`config.mk`:
```
export PLATFORM = sky130hd
export DESIGN_NAME = alu_op_sequencer
export DESIGN_NICKNAME = d
export VERILOG_FILES = /design/src/rtl/alu_pkg.sv /design/src/rtl/alu_res_fifo.sv /design/src/rtl/alu_op_sequencer.sv
export SDC_FILE = /design/constraint.sdc
export NUM_CORES = 1
export LEC_CHECK = 0
export BUFFER_PORTS_ARGS = -buffer_cell sky130_fd_sc_hd__buf_2
export CAP_MARGIN = 10
export CORE_ASPECT_RATIO = 0.8
export CORE_MARGIN = 2
export CORE_UTILIZATION = 56
export CTS_CLUSTER_SIZE = 30
export DETAILED_ROUTE_END_ITERATION = 16
export PLACE_DENSITY = 0.79
export SYNTH_ARGS = -nofsm -noshare
export SYNTH_HDL_FRONTEND = slang
export SYNTH_SLANG_ARGS = --single-unit
```
`constraint.sdc`:
```
create_clock -name clk -period 3 [get_ports clk]
set_input_delay 0.15 -clock clk [delete_from_list [all_inputs] [get_ports clk]]
set_output_delay 0.15 -clock clk [all_outputs]
set_load 0.01 [all_outputs]
```
`src/rtl/alu_pkg.sv`:
```
// -----------------------------------------------------------------------------
// alu_pkg
// Shared definitions for the ALU operation sequencer: ALU code layout,
// operation encodings, result width, sequencer FSM states, result-buffer entry
// layout and the set-bit scan used to walk a command mask.
// -----------------------------------------------------------------------------
package alu_pkg;

    localparam int RES_W  = 16;
    localparam int CODE_W = 3;

    // Code i of a command mask is {sel, op}; sel=0 arithmetic, sel=1 logic.
    typedef struct packed {
        logic       sel;
        logic [1:0] op;
    } alu_code_t;

    typedef enum logic [1:0] {
        OP_ADD = 2'b00,
        OP_SUB = 2'b01,
        OP_MUL = 2'b10,
        OP_DIV = 2'b11
    } arith_op_e;

    // OP_NOT inverts ip_data1 only.
    typedef enum logic [1:0] {
        OP_AND = 2'b00,
        OP_OR  = 2'b01,
        OP_XOR = 2'b10,
        OP_NOT = 2'b11
    } logic_op_e;

    typedef enum logic [1:0] {
        S_IDLE    = 2'b00,
        S_ISSUE   = 2'b01,
        S_WAIT    = 2'b10,
        S_CAPTURE = 2'b11
    } seq_state_e;

    typedef struct packed {
        logic [RES_W-1:0] data;
        alu_code_t        tag;
        logic             last;
    } res_entry_t;

    // Lowest set bit of mask at position >= start.
    // Returns {none, idx}: bit 3 set means no such bit exists.
    function automatic logic [3:0] next_code(input logic [7:0] mask,
                                             input logic [3:0] start);
        logic [3:0] r;
        r = 4'b1000;
        for (int i = 7; i >= 0; i--) begin
            if ((i >= int'(start)) && mask[i]) begin
                r = {1'b0, i[2:0]};
            end
        end
        return r;
    endfunction

endpackage

```
`src/rtl/alu_res_fifo.sv`:
```
// -----------------------------------------------------------------------------
// alu_res_fifo
// Synchronous first-word-fall-through buffer for captured ALU results.
// The head entry is read straight from the storage registers and forced to
// zero while the buffer is empty, so the result stream shows zeros when idle.
// A push while full is accepted when a pop happens in the same cycle.
//
// Ports:
//   clk, rst_n  clock, synchronous active-low reset (pointers/count only)
//   i_push      write request, i_data written when space is available
//   i_data      {data, tag, last} entry
//   i_pop       consumer takes the head entry
//   o_head      current head entry (zero when empty)
//   o_full      DEPTH entries held
//   o_empty     no entries held
// -----------------------------------------------------------------------------
module alu_res_fifo
    import alu_pkg::*;
#(
    parameter int DEPTH = 4
) (
    input  logic       clk,
    input  logic       rst_n,
    input  logic       i_push,
    input  res_entry_t i_data,
    input  logic       i_pop,
    output res_entry_t o_head,
    output logic       o_full,
    output logic       o_empty
);

    localparam int AW = $clog2(DEPTH);

    res_entry_t     r_mem [DEPTH];
    logic [AW-1:0]  r_wr_ptr;
    logic [AW-1:0]  r_rd_ptr;
    logic [AW:0]    r_count;
    logic           w_do_push;
    logic           w_do_pop;

    assign o_full    = (r_count == (AW+1)'(DEPTH));
    assign o_empty   = (r_count == '0);
    assign w_do_pop  = i_pop && !o_empty;
    // A pop in the same cycle frees the slot the push needs.
    assign w_do_push = i_push && (!o_full || w_do_pop);

    always_ff @(posedge clk) begin
        if (!rst_n) begin
            r_wr_ptr <= '0;
            r_rd_ptr <= '0;
            r_count  <= '0;
        end else begin
            if (w_do_push) begin
                r_wr_ptr <= r_wr_ptr + 1'b1;
            end
            if (w_do_pop) begin
                r_rd_ptr <= r_rd_ptr + 1'b1;
            end
            case ({w_do_push, w_do_pop})
                2'b10:   r_count <= r_count + 1'b1;
                2'b01:   r_count <= r_count - 1'b1;
                default: r_count <= r_count;
            endcase
        end
    end

    always_ff @(posedge clk) begin
        if (w_do_push) begin
            r_mem[r_wr_ptr] <= i_data;
        end
    end

    assign o_head = o_empty ? '0 : r_mem[r_rd_ptr];

endmodule

```
`src/rtl/alu_op_sequencer.sv`:
```
// -----------------------------------------------------------------------------
// alu_op_sequencer
// Accepts one command {data1, data2, mask}, then runs every ALU code whose
// mask bit is set in ascending order: drive the external ALU, wait
// ALU_LATENCY cycles, capture alu_data_out and queue {data, tag, last} for a
// valid/ready consumer. One command is in flight at a time.
//
// Ports:
//   clk, rst_n                      clock, synchronous active-low reset
//   cmd_valid/cmd_ready             command handshake (ready only in IDLE)
//   cmd_data1, cmd_data2, cmd_mask  operands and code-select mask
//   alu_arith_logic_sel, alu_operation, alu_ip_data1, alu_ip_data2
//                                   registered ALU drive, changed only on ISSUE
//   alu_data_out                    ALU result
//   res_valid/res_ready             result handshake
//   res_data, res_tag, res_last     buffered result, producing code, final flag
//   busy                            command in progress
// -----------------------------------------------------------------------------
module alu_op_sequencer
    import alu_pkg::*;
#(
    parameter int ALU_LATENCY = 1,
    parameter int FIFO_DEPTH  = 4
) (
    input  logic        clk,
    input  logic        rst_n,
    input  logic        cmd_valid,
    output logic        cmd_ready,
    input  logic [7:0]  cmd_data1,
    input  logic [7:0]  cmd_data2,
    input  logic [7:0]  cmd_mask,
    output logic        alu_arith_logic_sel,
    output logic [1:0]  alu_operation,
    output logic [7:0]  alu_ip_data1,
    output logic [7:0]  alu_ip_data2,
    input  logic [15:0] alu_data_out,
    output logic        res_valid,
    input  logic        res_ready,
    output logic [15:0] res_data,
    output logic [2:0]  res_tag,
    output logic        res_last,
    output logic        busy
);

    seq_state_e  r_state;
    seq_state_e  w_state_nxt;
    logic [7:0]  r_mask;
    logic [7:0]  r_d1;
    logic [7:0]  r_d2;
    logic [2:0]  r_idx;
    logic [2:0]  r_cnt;
    logic        r_alu_sel;
    logic [1:0]  r_alu_op;
    logic [7:0]  r_alu_d1;
    logic [7:0]  r_alu_d2;
    logic [3:0]  w_first;
    logic [3:0]  w_next;
    logic        w_last;
    logic        w_push;
    logic        w_pop;
    logic        w_fifo_full;
    logic        w_fifo_empty;
    res_entry_t  w_push_entry;
    res_entry_t  w_head;

    assign w_first = next_code(cmd_mask, 4'd0);
    assign w_next  = next_code(r_mask, {1'b0, r_idx} + 4'd1);
    assign w_last  = w_next[3];
    assign w_pop   = !w_fifo_empty && res_ready;

    // Next-state and push decision
    always_comb begin
        w_state_nxt = r_state;
        w_push      = 1'b0;
        case (r_state)
            S_IDLE: begin
                // A zero mask is accepted but produces nothing.
                if (cmd_valid && !w_first[3]) begin
                    w_state_nxt = S_ISSUE;
                end
            end
            S_ISSUE: begin
                w_state_nxt = (ALU_LATENCY == 0) ? S_CAPTURE : S_WAIT;
            end
            S_WAIT: begin
                if (r_cnt <= 3'd1) begin
                    w_state_nxt = S_CAPTURE;
                end
            end
            S_CAPTURE: begin
                if (!w_fifo_full || w_pop) begin
                    w_push      = 1'b1;
                    w_state_nxt = w_last ? S_IDLE : S_ISSUE;
                end
            end
            default: w_state_nxt = S_IDLE;
        endcase
    end

    // Control registers and ALU drive
    always_ff @(posedge clk) begin
        if (!rst_n) begin
            r_state   <= S_IDLE;
            r_mask    <= '0;
            r_idx     <= '0;
            r_cnt     <= '0;
            r_alu_sel <= 1'b0;
            r_alu_op  <= '0;
            r_alu_d1  <= '0;
            r_alu_d2  <= '0;
        end else begin
            r_state <= w_state_nxt;
            case (r_state)
                S_IDLE: begin
                    if (cmd_valid) begin
                        r_mask <= cmd_mask;
                        r_idx  <= w_first[2:0];
                    end
                end
                S_ISSUE: begin
                    r_alu_sel <= r_idx[2];
                    r_alu_op  <= r_idx[1:0];
                    r_alu_d1  <= r_d1;
                    r_alu_d2  <= r_d2;
                    r_cnt     <= 3'(ALU_LATENCY);
                end
                S_WAIT: begin
                    r_cnt <= r_cnt - 3'd1;
                end
                S_CAPTURE: begin
                    if (w_push && !w_last) begin
                        r_idx <= w_next[2:0];
                    end
                end
                default: ;
            endcase
        end
    end

    // Operand latch
    always_ff @(posedge clk) begin
        if ((r_state == S_IDLE) && cmd_valid) begin
            r_d1 <= cmd_data1;
            r_d2 <= cmd_data2;
        end
    end

    assign w_push_entry = '{data: alu_data_out, tag: alu_code_t'(r_idx), last: w_last};

    alu_res_fifo #(
        .DEPTH (FIFO_DEPTH)
    ) u_res_fifo (
        .clk     (clk),
        .rst_n   (rst_n),
        .i_push  (w_push),
        .i_data  (w_push_entry),
        .i_pop   (w_pop),
        .o_head  (w_head),
        .o_full  (w_fifo_full),
        .o_empty (w_fifo_empty)
    );

    assign cmd_ready           = (r_state == S_IDLE);
    assign busy                = (r_state != S_IDLE);
    assign alu_arith_logic_sel = r_alu_sel;
    assign alu_operation       = r_alu_op;
    assign alu_ip_data1        = r_alu_d1;
    assign alu_ip_data2        = r_alu_d2;
    assign res_valid           = !w_fifo_empty;
    assign res_data            = w_head.data;
    assign res_tag             = w_head.tag;
    assign res_last            = w_head.last;

endmodule

```
==> flow_summary.toml <==
[outcome]
outcome = "complete, no violations"

[route]
drc = 0
drt-pass1-iter-count = 5
wl_mm = 11.8
detail-route-antenna-nets = 0
post_drt_via_cell_ratio = 5.39
total_via_count_in_the_routed_design = 3663
drt-wirelength-per-cell_um = 17.4
drt-initial-drc-count = 276

[layout]
design_area_mm2 = 0.00727
fillerInstances = 636
utilization_pct = 74.4
most_frequent_cells_in_the_layout = "96 x edfxtp_1, 85 x buf_2, 44 x dfxtp_1"
layout_commonest_cell = "edfxtp_1"
post_layout_nonfiller_instances = 680
layout.nets = 591
areaGrowthSynthToFinish_pct = 28.0
n_antenna_cell = 0
post_route_cells_drive_above_1_share_pct = 28.3

[sta]
worst_clock_skew_ps = 7.56
maxSlewViolCount = 0
tightestPinTransition_ps = 641
relSlewSlack_pct = 56.7
final.period_utilization_pct = 89.1
hold_viol_final = 0
setup_tns_ps = 0
final.setup.worst_slack_ps = 326
final_period_minus_worst_setup_slack_ps = 2670
setup_viol = 0
clock.fmax_mhz = 374
setup_repair_after_global_routing_missed_its_margin = "false"

[critical_path]
critical_path.slowest_cell = "nor4b_1"
worstPathRequired_ps = 3340
timing.critical_path.cells = "nor4b_1 -> nor2b_1 -> inv_2 -> ha_1 -> inv_1 -> fa_1 -> xor2_1 -> or3_1 -> a21oi_1"
worst_setup_path_end_kind = "register"
critPathTopFamily = "simple AND/OR/NAND/NOR gates"
critPathMaxFanout = 7
slowest_delay_ps = 610
crit_buf_inv = 2
timing.critical_path.from_type = "register"
cp_data_arrival_time_ps = 3010
worst-setup-path-type = "reg -> reg"

[logic_synthesis]
yosys_register_bits = 140
yosysSeqAreaShare_pct = 66.2
synth_top_family_by_area = "multiplexers"
synth-edff-count = 96
netlist-cell-type-count = 48
postSynthNetCount = 454
syn-instance-count = 394
synth.area.mux_share_pct = 11.6
number_of_warning_messages_in_the_yosys_log = 0
synth_area_per_cell_um2 = 14.4
synth-compound-area-share_pct = 5.90
asyncSetResetFlopFracSynth_pct = 0
syn-cell-area_mm2 = 0.00568
synthSimpleGateAreaFrac_pct = 9.29
synth_adder_area_share_pct = 3.65
synthFlopType = "edfxtp_1"
synthXorXnorAreaFrac_pct = 0.925

[min_path]
worstHoldPathType = "in -> reg"

[placement]
io_buffers = 85
routability_congestion_estimate = 0.803
dpl_worst_slack_ps = 422
place_inst = 611
detailed_place.area_mm2 = 0.00629
post_dp_hpwl_mm = 7.13

[floorplan]
num_rows = 32
ioPinCount = 86
starting_density_pct = 58.2
die_width_um = 117
die_area_mm2 = 0.0110
die_y_um = 94.1
core_region_area_mm2 = 0.00977

[clocking]
longest_clk_path_bufs = 2
cts_tree = "done"
cts.clk_slew.worst_paths_ps = 60
cts-buffers-inserted = 17
post_cts.resized_instances = 0
worst_skew_pair.late_latency_ps = 410
clock_sink_total = 140
clock_tree.htree_level_count = 4
ctsRootBufferMaster = "clkbuf_16"

[run]
drv_cap = 0

[global_routing]
grt.total_usage_pct = 23.8
first_global_vias = 3787
grt_first_pass_wirelength_mm = 19.1
grt_max_degree = 25
antenna_violations_before_repair = 0
grt-ovfl-total = 0

[pwr]
ir_drop_v = 0.000453
pwr_density_cell_mw_per_mm2 = 837
total_leakage_power_nw = 2.78
==> routing by layer <==
metal	GRT usage, %	vias up	part of all wire, %
met5	0	-	0
met4	8.33	0	1.6
met3	7.03	18	5.0
met2	39.1	115	51
met1	30.4	1805	42
li1	-	1725	-
==> worst paths after layout <==
check / slack [ps] / to / from / depth (start not counted)
hold / removal: 10 / r_mask[3] / cmd_mask[3] / 3
hold reg to reg: 470 / r_mask[4] / r_mask[4] / 2
setup reg to reg: 330 / u_res_fifo.r_count[2] / u_res_fifo.r_count[0] / 9
setup / recovery: 330 / u_res_fifo.r_count[2] / u_res_fifo.r_count[0] / 9
==> Yosys cell counts, types with 2 or more instances <==
cell      count  area share [%]
edfxtp_1     96              51
dfxtp_1      44              15
nor2_1       36             2.4
and2_1       27             3.0
nand2_1      24             1.6
mux2i_1      21             3.7
mux4_2       20             7.9
a21oi_1      18             1.6
inv_1        16             1.1
ha_1         15             3.3
clkbuf_1      9            0.59
o21ai_0       7            0.62
nor3_1        5            0.44
buf_2         4            0.35
nor2b_1       4            0.44
nand3_1       3            0.26
or3_1         3            0.33
xnor2_1       3            0.46
xor2_1        3            0.46
a21boi_0      2            0.26
a22oi_1       2            0.26
inv_2         2            0.13
nor4_1        2            0.22
o211ai_1      2            0.26
o21ai_1       2            0.18
o21bai_1      2            0.26
==> power by group <==
| part | internal [W] | switching [W] |
|---|---|---|
| Combinational | 0.000641 | 0.000843 |
| Clock | 0.00132 | 0.000772 |
| Sequential | 0.00235 | 0.000162 |
==> sequential cells by signal, summed over array words and instances, names as in the netlist, 3 cells and up, named ones only <==
| signal | flops |
|---|---|
| alu_ip_data1 | 8 |
| r_idx | 3 |
| u_res_fifo.r_mem | 80 |
| r_d1 | 8 |
| r_d2 | 8 |
| alu_ip_data2 | 8 |
| r_mask | 8 |
| r_cnt | 3 |
| u_res_fifo.r_count | 3 |
==> layout make-up <==
type	count	area [µm²]	area share, %
clock buffer	26	573	7.88
inverter	18	67.6	0.929
multi-input combinational	222	1780	24.5
timing repair buffer	132	871	12.0
sequential	140	3760	51.8
clock inverter	6	42.5	0.585
tap	136	170	2.34
==> cells by family after synthesis <==
group	after synthesis
buffers and inverters	32
flip-flops	140
AND/OR/NAND/NOR	109
multiplexers	41
XOR/XNOR	6
adder cells (fa/ha/maj)	16
AO/OA/AOI/OAI	50
==> timing repair <==
action / in CTS / in global routing
hold buffers: 37 / 0
setup buffers: 0 / 0
hold endpoints to repair: 85 / 0
==> tightest hold or removal path: stages <==
cell and delay, ps:
buf_2 120, nand2_1 50, a21oi_1 50
==> per-stage QoR <==
step                hold slack (ps)  total power (W)
floorplan                       249          0.00350
global placement                327          0.00391
detailed placement              328          0.00397
CTS                            1.44          0.00611
global route                  0.237          0.00638
finish                         14.2          0.00609
(Power assumes the default switching activity.)
